===== src/rtl/pvt_scan_scheduler.sv =====
// Walks every enabled (group, type) PVT sensor slot, enables one sensor at a time and
// turns each valid sample or timeout into a single result beat.
module pvt_scan_scheduler #(
  parameter int NO_OF_GROUPS   = 25,
  parameter int TIMEOUT_CYCLES = 4096,
  parameter int GAP_CYCLES     = 2,
  localparam int GRP_W = (NO_OF_GROUPS > 1) ? $clog2(NO_OF_GROUPS) : 1
) (
  input  logic                    s_apb_clk,
  input  logic                    s_apb_rst,
  input  logic                    start,
  input  logic                    abort,
  input  logic                    continuous,
  input  logic [NO_OF_GROUPS-1:0] group_mask,
  input  logic [2:0]              type_mask,
  input  logic                    meas_valid,
  input  logic [15:0]             meas_data,
  output logic                    meas_en,
  output logic [GRP_W-1:0]        meas_group,
  output logic [1:0]              meas_type,
  output logic                    res_valid,
  output logic [GRP_W-1:0]        res_group,
  output logic [1:0]              res_type,
  output logic [15:0]             res_data,
  output logic                    res_timeout,
  output logic                    busy,
  output logic                    done,
  output logic [7:0]              timeout_cnt
);

  localparam int WCNT_W = $clog2(TIMEOUT_CYCLES);
  localparam int GCNT_W = (GAP_CYCLES > 1) ? $clog2(GAP_CYCLES) : 1;

  typedef enum logic [2:0] {
    S_IDLE, S_SELECT, S_WAIT, S_STORE, S_GAP, S_DONE
  } state_t;

  state_t                  state_q;
  logic [NO_OF_GROUPS-1:0] group_mask_q;
  logic [2:0]              type_mask_q;
  logic [GRP_W-1:0]        ptr_grp_q;
  logic [1:0]              ptr_typ_q;
  logic [WCNT_W-1:0]       wait_cnt_q;
  logic [GCNT_W-1:0]       gap_cnt_q;
  logic                    meas_en_q;
  logic [GRP_W-1:0]        meas_group_q;
  logic [1:0]              meas_type_q;
  logic                    res_valid_q;
  logic [GRP_W-1:0]        res_group_q;
  logic [1:0]              res_type_q;
  logic [15:0]             res_data_q;
  logic                    res_timeout_q;
  logic                    busy_q;
  logic                    done_q;
  logic [7:0]              timeout_cnt_q;

  logic [GRP_W-1:0] ptr_grp_d;
  logic [1:0]       ptr_typ_d;
  logic             slot_hit;
  logic             last_slot;
  logic             wait_expired;

  // Slot order is P,V,T inside a group, groups ascending; wrap is decided by last_slot.
  always_comb begin
    ptr_grp_d = ptr_grp_q;
    ptr_typ_d = ptr_typ_q + 2'd1;
    if (ptr_typ_q == 2'd2) begin
      ptr_typ_d = 2'd0;
      ptr_grp_d = ptr_grp_q + 1'b1;
    end
  end

  assign slot_hit     = group_mask_q[ptr_grp_q] & type_mask_q[ptr_typ_q];
  assign last_slot    = (ptr_grp_q == GRP_W'(NO_OF_GROUPS - 1)) && (ptr_typ_q == 2'd2);
  assign wait_expired = (wait_cnt_q == WCNT_W'(TIMEOUT_CYCLES - 1));

  always_ff @(posedge s_apb_clk or posedge s_apb_rst) begin
    if (s_apb_rst) begin
      state_q       <= S_IDLE;
      group_mask_q  <= '0;
      type_mask_q   <= '0;
      ptr_grp_q     <= '0;
      ptr_typ_q     <= '0;
      wait_cnt_q    <= '0;
      gap_cnt_q     <= '0;
      meas_en_q     <= 1'b0;
      meas_group_q  <= '0;
      meas_type_q   <= '0;
      res_valid_q   <= 1'b0;
      res_group_q   <= '0;
      res_type_q    <= '0;
      res_data_q    <= '0;
      res_timeout_q <= 1'b0;
      busy_q        <= 1'b0;
      done_q        <= 1'b0;
      timeout_cnt_q <= '0;
    end else begin
      res_valid_q <= 1'b0;
      done_q      <= 1'b0;
      if (abort && state_q != S_IDLE) begin
        state_q   <= S_IDLE;
        meas_en_q <= 1'b0;
        busy_q    <= 1'b0;
      end else begin
        case (state_q)
          S_IDLE: begin
            if (start && !abort) begin
              group_mask_q  <= group_mask;
              type_mask_q   <= type_mask;
              timeout_cnt_q <= '0;
              ptr_grp_q     <= '0;
              ptr_typ_q     <= '0;
              busy_q        <= 1'b1;
              state_q       <= (group_mask == '0 || type_mask == '0) ? S_DONE : S_SELECT;
            end
          end
          S_SELECT: begin
            if (slot_hit) begin
              meas_en_q    <= 1'b1;
              meas_group_q <= ptr_grp_q;
              meas_type_q  <= ptr_typ_q;
              wait_cnt_q   <= '0;
              state_q      <= S_WAIT;
            end else if (last_slot) begin
              if (continuous) begin
                ptr_grp_q <= '0;
                ptr_typ_q <= '0;
              end else begin
                state_q <= S_DONE;
              end
            end else begin
              ptr_grp_q <= ptr_grp_d;
              ptr_typ_q <= ptr_typ_d;
            end
          end
          S_WAIT: begin
            // A sample arriving on the terminal-count cycle still counts as valid.
            if (meas_valid || wait_expired) begin
              meas_en_q     <= 1'b0;
              res_valid_q   <= 1'b1;
              res_group_q   <= meas_group_q;
              res_type_q    <= meas_type_q;
              res_data_q    <= meas_valid ? meas_data : 16'd0;
              res_timeout_q <= !meas_valid;
              if (!meas_valid && timeout_cnt_q != 8'hFF)
                timeout_cnt_q <= timeout_cnt_q + 8'd1;
              state_q <= S_STORE;
            end else begin
              wait_cnt_q <= wait_cnt_q + 1'b1;
            end
          end
          S_STORE: begin
            gap_cnt_q <= '0;
            state_q   <= S_GAP;
          end
          S_GAP: begin
            if (gap_cnt_q == GCNT_W'(GAP_CYCLES - 1)) begin
              if (last_slot) begin
                ptr_grp_q <= '0;
                ptr_typ_q <= '0;
                state_q   <= continuous ? S_SELECT : S_DONE;
              end else begin
                ptr_grp_q <= ptr_grp_d;
                ptr_typ_q <= ptr_typ_d;
                state_q   <= S_SELECT;
              end
            end else begin
              gap_cnt_q <= gap_cnt_q + 1'b1;
            end
          end
          S_DONE: begin
            done_q  <= 1'b1;
            busy_q  <= 1'b0;
            state_q <= S_IDLE;
          end
          default: state_q <= S_IDLE;
        endcase
      end
    end
  end

  assign meas_en     = meas_en_q;
  assign meas_group  = meas_group_q;
  assign meas_type   = meas_type_q;
  assign res_valid   = res_valid_q;
  assign res_group   = res_group_q;
  assign res_type    = res_type_q;
  assign res_data    = res_data_q;
  assign res_timeout = res_timeout_q;
  assign busy        = busy_q;
  assign done        = done_q;
  assign timeout_cnt = timeout_cnt_q;

endmodule


===== config.mk =====
export PLATFORM = sky130hd
export DESIGN_NAME = pvt_scan_scheduler
export DESIGN_NICKNAME = d
export VERILOG_FILES = /design/src/rtl/pvt_scan_scheduler.sv
export SDC_FILE = /design/constraint.sdc
export NUM_CORES = 1
export LEC_CHECK = 0
export BUFFER_PORTS_ARGS = -buffer_cell sky130_fd_sc_hd__buf_2
export CORE_ASPECT_RATIO = 1.5
export CORE_MARGIN = 5
export CORE_UTILIZATION = 40
export DETAILED_ROUTE_END_ITERATION = 16
export GPL_ROUTABILITY_DRIVEN = 1
export GPL_TIMING_DRIVEN = 0
export SLEW_MARGIN = 20
export SYNTH_ARGS = -nofsm -noshare
export SYNTH_HDL_FRONTEND = slang
export SYNTH_SLANG_ARGS = --single-unit

===== constraint.sdc =====
create_clock -name s_apb_clk -period 3.2 [get_ports s_apb_clk]
set_input_delay 0.64 -clock s_apb_clk [delete_from_list [all_inputs] [get_ports s_apb_clk]]
set_output_delay 0.64 -clock s_apb_clk [all_outputs]
set_load 0.05 [all_outputs]

* After elaboration in Yosys (flattened, before gate mapping) *
Cells that the tools add are included.

word-level totals
  register bits = 94
  latch bits = 0
  memory bits (writable) = 0
  memory bits (read-only) = 0
  bits of input ports = 50
  memories = 0

operators by class
  add/sub/neg operators = 5
  multipliers = 0
  div/mod/pow operators = 0
  $lt $le $gt $ge = 2
  equal/unequal tests = 23
  shift operators = 0
  multiplexer cells = 53
  bitwise logic cells = 2
  reductions and logical operators = 28

operator list
  cell                     number
  $mux W5                  7
  $mux W3                  10
  $logic_not A25 Y1        1
  $mux W12                 2
  $mux W8                  3
  $pmux W12 S2             1
  $mux W16                 1
  $pmux W8 S2              1
  $ne A3 B3 Y1 const B     5
  $pmux W3 S5              1
  $pmux W5 S3              1
  $mux W2                  7
  $ne A2 B2 Y1 const B     7
  $mux W1                  13
  $add A12 B1 Y12 const B  1
  $eq A12 B12 Y1 const B   1
  $reduce_and A3 Y1        4
  $reduce_bool A3 Y1       4
  $reduce_and A5 Y1        2
  $add A8 B1 Y8 const B    1
  $ne A4 B4 Y1 const B     2
  $ne A8 B8 Y1 const B     1
  $eq A3 B2 Y1 const B     2
  $eq A3 B3 Y1 const B     2
  22 further kinds         33

* Longest topological paths before layout *
  word-level depth = 6
  mapped depth = 11
  depth with buffers taken out = 9

* Worst setup path before layout *
No wires, ideal clock.

  path type = in2reg
  start point = in meas_valid
  end point = reg timeout_cnt_q[5], in the netlist timeout_cnt[5]
  setup time = 79 ps
  data arrival time = 2278 ps
  required time = 3121 ps
  path slack = 843 ps
  stages = 8
  buffers on the path = 1
  path through = clkbuf_1 -> nor4b_1 -> o21ai_0 -> a21oi_1 -> and2_1 -> nand4_1 -> or3_1 -> a21oi_1

on the way
  longest elaborated chain between the ends = 4
  elaborated cells between the ends (all ways) = 6
  classes of those cells = eq/ne (2); reduce/logical (4)

RTL lines
  what                             RTL line  source
  start: declaration               16        input logic meas_valid,
  $logic_not A1 Y1                 145       if (!meas_valid && timeout_cnt_q != 8'hFF)
  $logic_and A1 B1 Y1              145
  $ne A2 B2 Y1 (no line)           n/a
  $reduce_and A5 Y1 (no line) (*)  n/a
  end signal: assignment           146       timeout_cnt_q <= timeout_cnt_q + 8'd1;
  end: declaration                 55        logic [7:0] timeout_cnt_q;

Mark *: on every way between the ends. The rest lies on a longest branch, timed or not.
A chain may end at the register's enable or synchronous reset.

* Worst setup path in the final report *
  start point = reg state_q[2]
  end point = reg res_data_q[1], in the netlist res_data[1]

on the way
  longest elaborated chain between the ends = 4
  elaborated cells between the ends (all ways) = 5
  classes of those cells = eq/ne (1); bitwise (1); reduce/logical (3)

RTL lines
  what                             RTL line  source
  start: declaration               38        state_t state_q;
  start signal: assignment         114       state_q <= (group_mask == '0 || type_mask == '0) ? S_DONE : S_SELECT;
  start signal: assignment         161       state_q <= continuous ? S_SELECT : S_DONE;
  $reduce_bool A3 Y1               100       if (abort && state_q != S_IDLE) begin
  $logic_and A1 B1 Y1              100
  $not A1 Y1 (no line)             n/a
  $reduce_and A3 Y1 (no line) (*)  n/a
  end signal: assignment           143       res_data_q <= meas_valid ? meas_data : 16'd0;
  end: declaration                 51        logic [15:0] res_data_q;

Marked as above.

==> flow_results.xml <==
<?xml version="1.0" encoding="UTF-8"?>
<metrics>
  <group name="floorplan">
    <metric name="fp.dieW" unit="um">96.9</metric>
    <metric name="floorplan.initialDensity" unit="">0.410</metric>
    <metric name="die_height" unit="um">140</metric>
    <metric name="area_of_the_core" unit="um^2">11100</metric>
    <metric name="floorplan.die_area" unit="um^2">13600</metric>
    <metric name="count_of_pins_on_the_block_boundary" unit="">93</metric>
    <metric name="std_cell_rows" unit="">47</metric>
  </group>
  <group name="timing">
    <metric name="timing_max_transition_violations_final" unit="">0</metric>
    <metric name="post-route-period-util" unit="">0.863</metric>
    <metric name="worst_slew_margin_rel" unit="">0.454</metric>
    <metric name="final_hold_viol_count" unit="">0</metric>
    <metric name="grt_setup_unrepaired" unit="">no</metric>
    <metric name="max_slew.worst_pin.slew" unit="ps">817</metric>
    <metric name="whs" unit="ps">328</metric>
    <metric name="post_layout_min_period" unit="ps">2760</metric>
    <metric name="timing.clock.skew" unit="ps">7.35</metric>
    <metric name="report.final.setup_viol" unit="">0</metric>
    <metric name="maximum_clock_frequency" unit="MHz">362</metric>
  </group>
  <group name="power_and_ir_drop">
    <metric name="total_leakage_power" unit="nW">2.69</metric>
    <metric name="p_comb_frac" unit="">0.396</metric>
    <metric name="share_seq_of_total_power" unit="">0.371</metric>
    <metric name="intPower" unit="mW">2.82</metric>
    <metric name="power-per-cell-area" unit="nW/um^2">855</metric>
    <metric name="clock_power_share" unit="">0.233</metric>
    <metric name="p_switching" unit="mW">1.89</metric>
    <metric name="power.ir.vdd_worst" unit="uV">397</metric>
    <metric name="totalPowerFinal" unit="mW">4.71</metric>
    <metric name="switching_share" unit="">0.401</metric>
  </group>
  <group name="routing">
    <metric name="drt_iter0_markers" unit="">109</metric>
    <metric name="postRouteWirelength" unit="mm">10.7</metric>
    <metric name="postRouteAntennaNets" unit="">0</metric>
    <metric name="routed_wire_length_per_instance" unit="um">15.5</metric>
    <metric name="via_count" unit="">3671</metric>
    <metric name="routed_via_density" unit="">5.28</metric>
    <metric name="drc" unit="">0</metric>
    <metric name="drt_first_pass_iters" unit="">5</metric>
  </group>
  <group name="synthesis">
    <metric name="synth.most_common_cell" unit="">sky130_fd_sc_hd__dfrtp_1</metric>
    <metric name="synth_top_flop_cell" unit="">sky130_fd_sc_hd__dfrtp_1</metric>
    <metric name="synth.area.top_cells" unit="">sky130_fd_sc_hd__dfrtp_1, sky130_fd_sc_hd__mux2_2, sky130_fd_sc_hd__nand2_1</metric>
    <metric name="syn-cell-area" unit="um^2">4530</metric>
    <metric name="mappedNetlistNets" unit="">495</metric>
    <metric name="dominant_cell_type_by_area_after_synthesis" unit="">sky130_fd_sc_hd__dfrtp_1</metric>
    <metric name="synth_cell_types" unit="">59</metric>
    <metric name="synth_top_cell_area_share" unit="">0.519</metric>
    <metric name="synth_edf_count" unit="">0</metric>
    <metric name="count_of_synthesis_stage_warnings_from_yosys" unit="">0</metric>
    <metric name="post_syn_area_per_cell" unit="um^2">10.3</metric>
    <metric name="synth.ff_latch_count" unit="">94</metric>
    <metric name="ys_top_cells_by_count" unit="">sky130_fd_sc_hd__dfrtp_1, sky130_fd_sc_hd__nand2_1, sky130_fd_sc_hd__mux2_2, sky130_fd_sc_hd__nand3_1, sky130_fd_sc_hd__nor2_1</metric>
    <metric name="postSynthCellCount" unit="">441</metric>
    <metric name="synth_seq_area_share" unit="">0.519</metric>
    <metric name="synth_async_sr_flop_share" unit="">1.00</metric>
  </group>
  <group name="finish">
    <metric name="final_cell_count_without_fillers" unit="">695</metric>
    <metric name="multi_input_combinational_cell_area" unit="um^2">2030</metric>
    <metric name="insertedDiodeCount" unit="">0</metric>
    <metric name="post-route-util" unit="">0.498</metric>
    <metric name="area_growth_syn_to_layout" unit="%">21.5</metric>
    <metric name="final_net_count" unit="">597</metric>
    <metric name="layout-drive-gt1-share" unit="">0.290</metric>
    <metric name="sequential_cell_area" unit="um^2">2350</metric>
    <metric name="fillCellCount" unit="">1089</metric>
  </group>
  <group name="placed_design">
    <metric name="placed_cells_incl_taps" unit="">679</metric>
    <metric name="routabilityCongestion" unit="">0.795</metric>
    <metric name="dp_hpwl" unit="mm">8.13</metric>
    <metric name="numPortBuffers" unit="">90</metric>
  </group>
  <group name="critical_path">
    <metric name="startpoint_type" unit="">flop</metric>
    <metric name="timing.rr.end" unit="">res_data[1]$_DFFE_PP0P_</metric>
    <metric name="timing.critical_path.to_type" unit="">flop</metric>
    <metric name="crit_path_frequent_cell" unit="">sky130_fd_sc_hd__buf_2</metric>
    <metric name="regToRegStartpoint" unit="">state_q[2]$_DFFE_PP0P_</metric>
    <metric name="timing.critical_path.slowest_stage_cell" unit="">sky130_fd_sc_hd__nor3b_1</metric>
    <metric name="worst_reg_to_reg_cells" unit="">9</metric>
    <metric name="setup.reg_to_reg.worst_slack" unit="ps">440</metric>
    <metric name="crit_path_start" unit="">state_q[2]$_DFFE_PP0P_</metric>
    <metric name="worstPathCellList" unit="">buf_2 &gt; nor3b_1 &gt; o21ai_0 &gt; nand2b_1 &gt; clkbuf_1 &gt; inv_2 &gt; buf_2 &gt; nand3_1 &gt; nand2_1</metric>
    <metric name="setup.worst_path.class" unit="">reg -&gt; reg</metric>
    <metric name="worst_path_largest_cell_delay" unit="ps">700</metric>
    <metric name="critPathMaxFanout" unit="">10</metric>
    <metric name="worst-endpoint-required" unit="ps">3480</metric>
    <metric name="critPathTopFamily" unit="">simple AND/OR/NAND/NOR gates</metric>
    <metric name="worst_ep_arrival_time" unit="ps">3040</metric>
    <metric name="critical_path.n_buffers_inverters" unit="">4</metric>
  </group>
  <group name="grt">
    <metric name="grt_util_all_layers" unit="">0.163</metric>
    <metric name="grt_util_met1" unit="">0.195</metric>
    <metric name="grt_pass1_wl" unit="mm">18.4</metric>
    <metric name="total_congestion_overflow" unit="">0</metric>
    <metric name="busiest_layer" unit="">met2</metric>
    <metric name="grt_start_max_net_pins" unit="">50</metric>
    <metric name="number_of_global_route_vias_before_repair" unit="">3749</metric>
    <metric name="antenna_found_initial" unit="">0</metric>
    <metric name="met3_usage" unit="">0.0393</metric>
    <metric name="use_met2" unit="">0.285</metric>
  </group>
  <group name="clocking">
    <metric name="cts_tree" unit="">built</metric>
    <metric name="clock_tree_sinks" unit="">94</metric>
    <metric name="ctsResizeCount" unit="">0</metric>
    <metric name="post-cts-setup-buffers" unit="">0</metric>
    <metric name="root_buffer" unit="">sky130_fd_sc_hd__clkbuf_16</metric>
    <metric name="cts_buffers" unit="">9</metric>
    <metric name="cts-hold-fix-buffers" unit="">0</metric>
    <metric name="max-clock-path-buffers" unit="">2</metric>
    <metric name="cts.reportedPaths.clkPinSlew" unit="ps">70</metric>
    <metric name="clk-insertion-delay-late" unit="ps">340</metric>
    <metric name="clock_tree.htree_level_count" unit="">3</metric>
  </group>
  <group name="hold_path">
    <metric name="path_type_of_the_worst_min_delay_path" unit="">in -&gt; async</metric>
  </group>
  <group name="job">
    <metric name="cap_viol_max_count" unit="">0</metric>
  </group>
  <group name="status">
    <metric name="outcome" unit="">completed</metric>
  </group>
</metrics>
## registers in the layout, summed over array words and instances, names as in the netlist, 3 cells and up
signal / flops
group_mask_q: 25
meas_group: 5
ptr_grp_q: 5
res_data: 16
res_group: 5
state_q: 3
timeout_cnt: 8
type_mask_q: 3
wait_cnt_q: 12
## final cells by class
class                   instances  area share
well taps                     147      0.0334
repair buffers                 91      0.0869
inverters                       8     0.00637
multi-input cells             314       0.369
plain buffers                  25      0.0211
clock inverters                 7      0.0146
flip-flops and latches         94       0.427
clock buffers                   9      0.0409
## routing by layer
metal,wire (um),up-vias
met1,4440,1778
met4,166,0
met3,618,11
met2,5520,99
met5,0,-
li1,-,1783
## power by group through the flow
stage | Sequential [mW] | Clock [mW] | Combinational (mW)
2_1_floorplan | 2.22 | 0 | 0.967
3_3_place_gp | 1.77 | 0 | 1.85
3_5_place_dp | 1.78 | 0 | 1.88
4_1_cts | 1.75 | 1.13 | 1.88
5_1_grt | 1.80 | 1.18 | 2.04
6_report | 1.75 | 1.10 | 1.86
## layout by cell type, fill, tap and decap left out, types with 5 or more instances in the layout
cell / synthesis / routed
sky130_fd_sc_hd__nor4_1: 5 / 5
sky130_fd_sc_hd__nand4_1: 9 / 9
sky130_fd_sc_hd__dfrtp_1: 94 / 94
sky130_fd_sc_hd__nor2_1: 19 / 19
sky130_fd_sc_hd__and3_1: 11 / 11
sky130_fd_sc_hd__nand3_1: 29 / 29
sky130_fd_sc_hd__mux2_1: 7 / 7
sky130_fd_sc_hd__nand2b_1: 5 / 5
sky130_fd_sc_hd__mux2_2: 31 / 31
sky130_fd_sc_hd__clkbuf_16: 0 / 9
sky130_fd_sc_hd__mux2i_1: 11 / 11
sky130_fd_sc_hd__nand2_1: 79 / 79
sky130_fd_sc_hd__o21ai_0: 14 / 14
sky130_fd_sc_hd__a31oi_1: 6 / 6
sky130_fd_sc_hd__clkbuf_1: 16 / 16
sky130_fd_sc_hd__o21ai_1: 6 / 6
sky130_fd_sc_hd__buf_2: 6 / 96
sky130_fd_sc_hd__nor3_1: 9 / 9
sky130_fd_sc_hd__a21oi_1: 17 / 17
## how the worst max path moves through the flow
stage,end,slack [ps],cells after the start
after floorplan,busy$_DFFE_PP0P_,110,1
after global placement,timeout_cnt[6]$_DFFE_PP0P_,-1050,2
after detailed placement,timeout_cnt[5]$_DFFE_PP0P_,350,8
after CTS,res_data[1]$_DFFE_PP0P_,430,9
after global routing,res_data[7]$_DFFE_PP0P_,230,9
final,res_data[1]$_DFFE_PP0P_,440,9
## stage by stage
stage	setup TNS, ps	instance area, um^2	setup slack [ps]
6_report	0	5500	439
3_3_place_gp	-98050	5160	-1050
3_5_place_dp	0	5200	353
2_1_floorplan	0	4530	111
4_1_cts	0	5500	429
5_1_grt	0	5500	233
## cell families after synthesis
logic type | count (synthesis) | share of synthesized area
buf+inv | 33 | 0.0323
flops | 94 | 0.519
xor+xnor | 6 | 0.0116
fa+ha+maj | 4 | 0.0110
mux | 51 | 0.129
simple gates | 180 | 0.186
compound gates | 73 | 0.111
(Power assumes the default switching activity.)
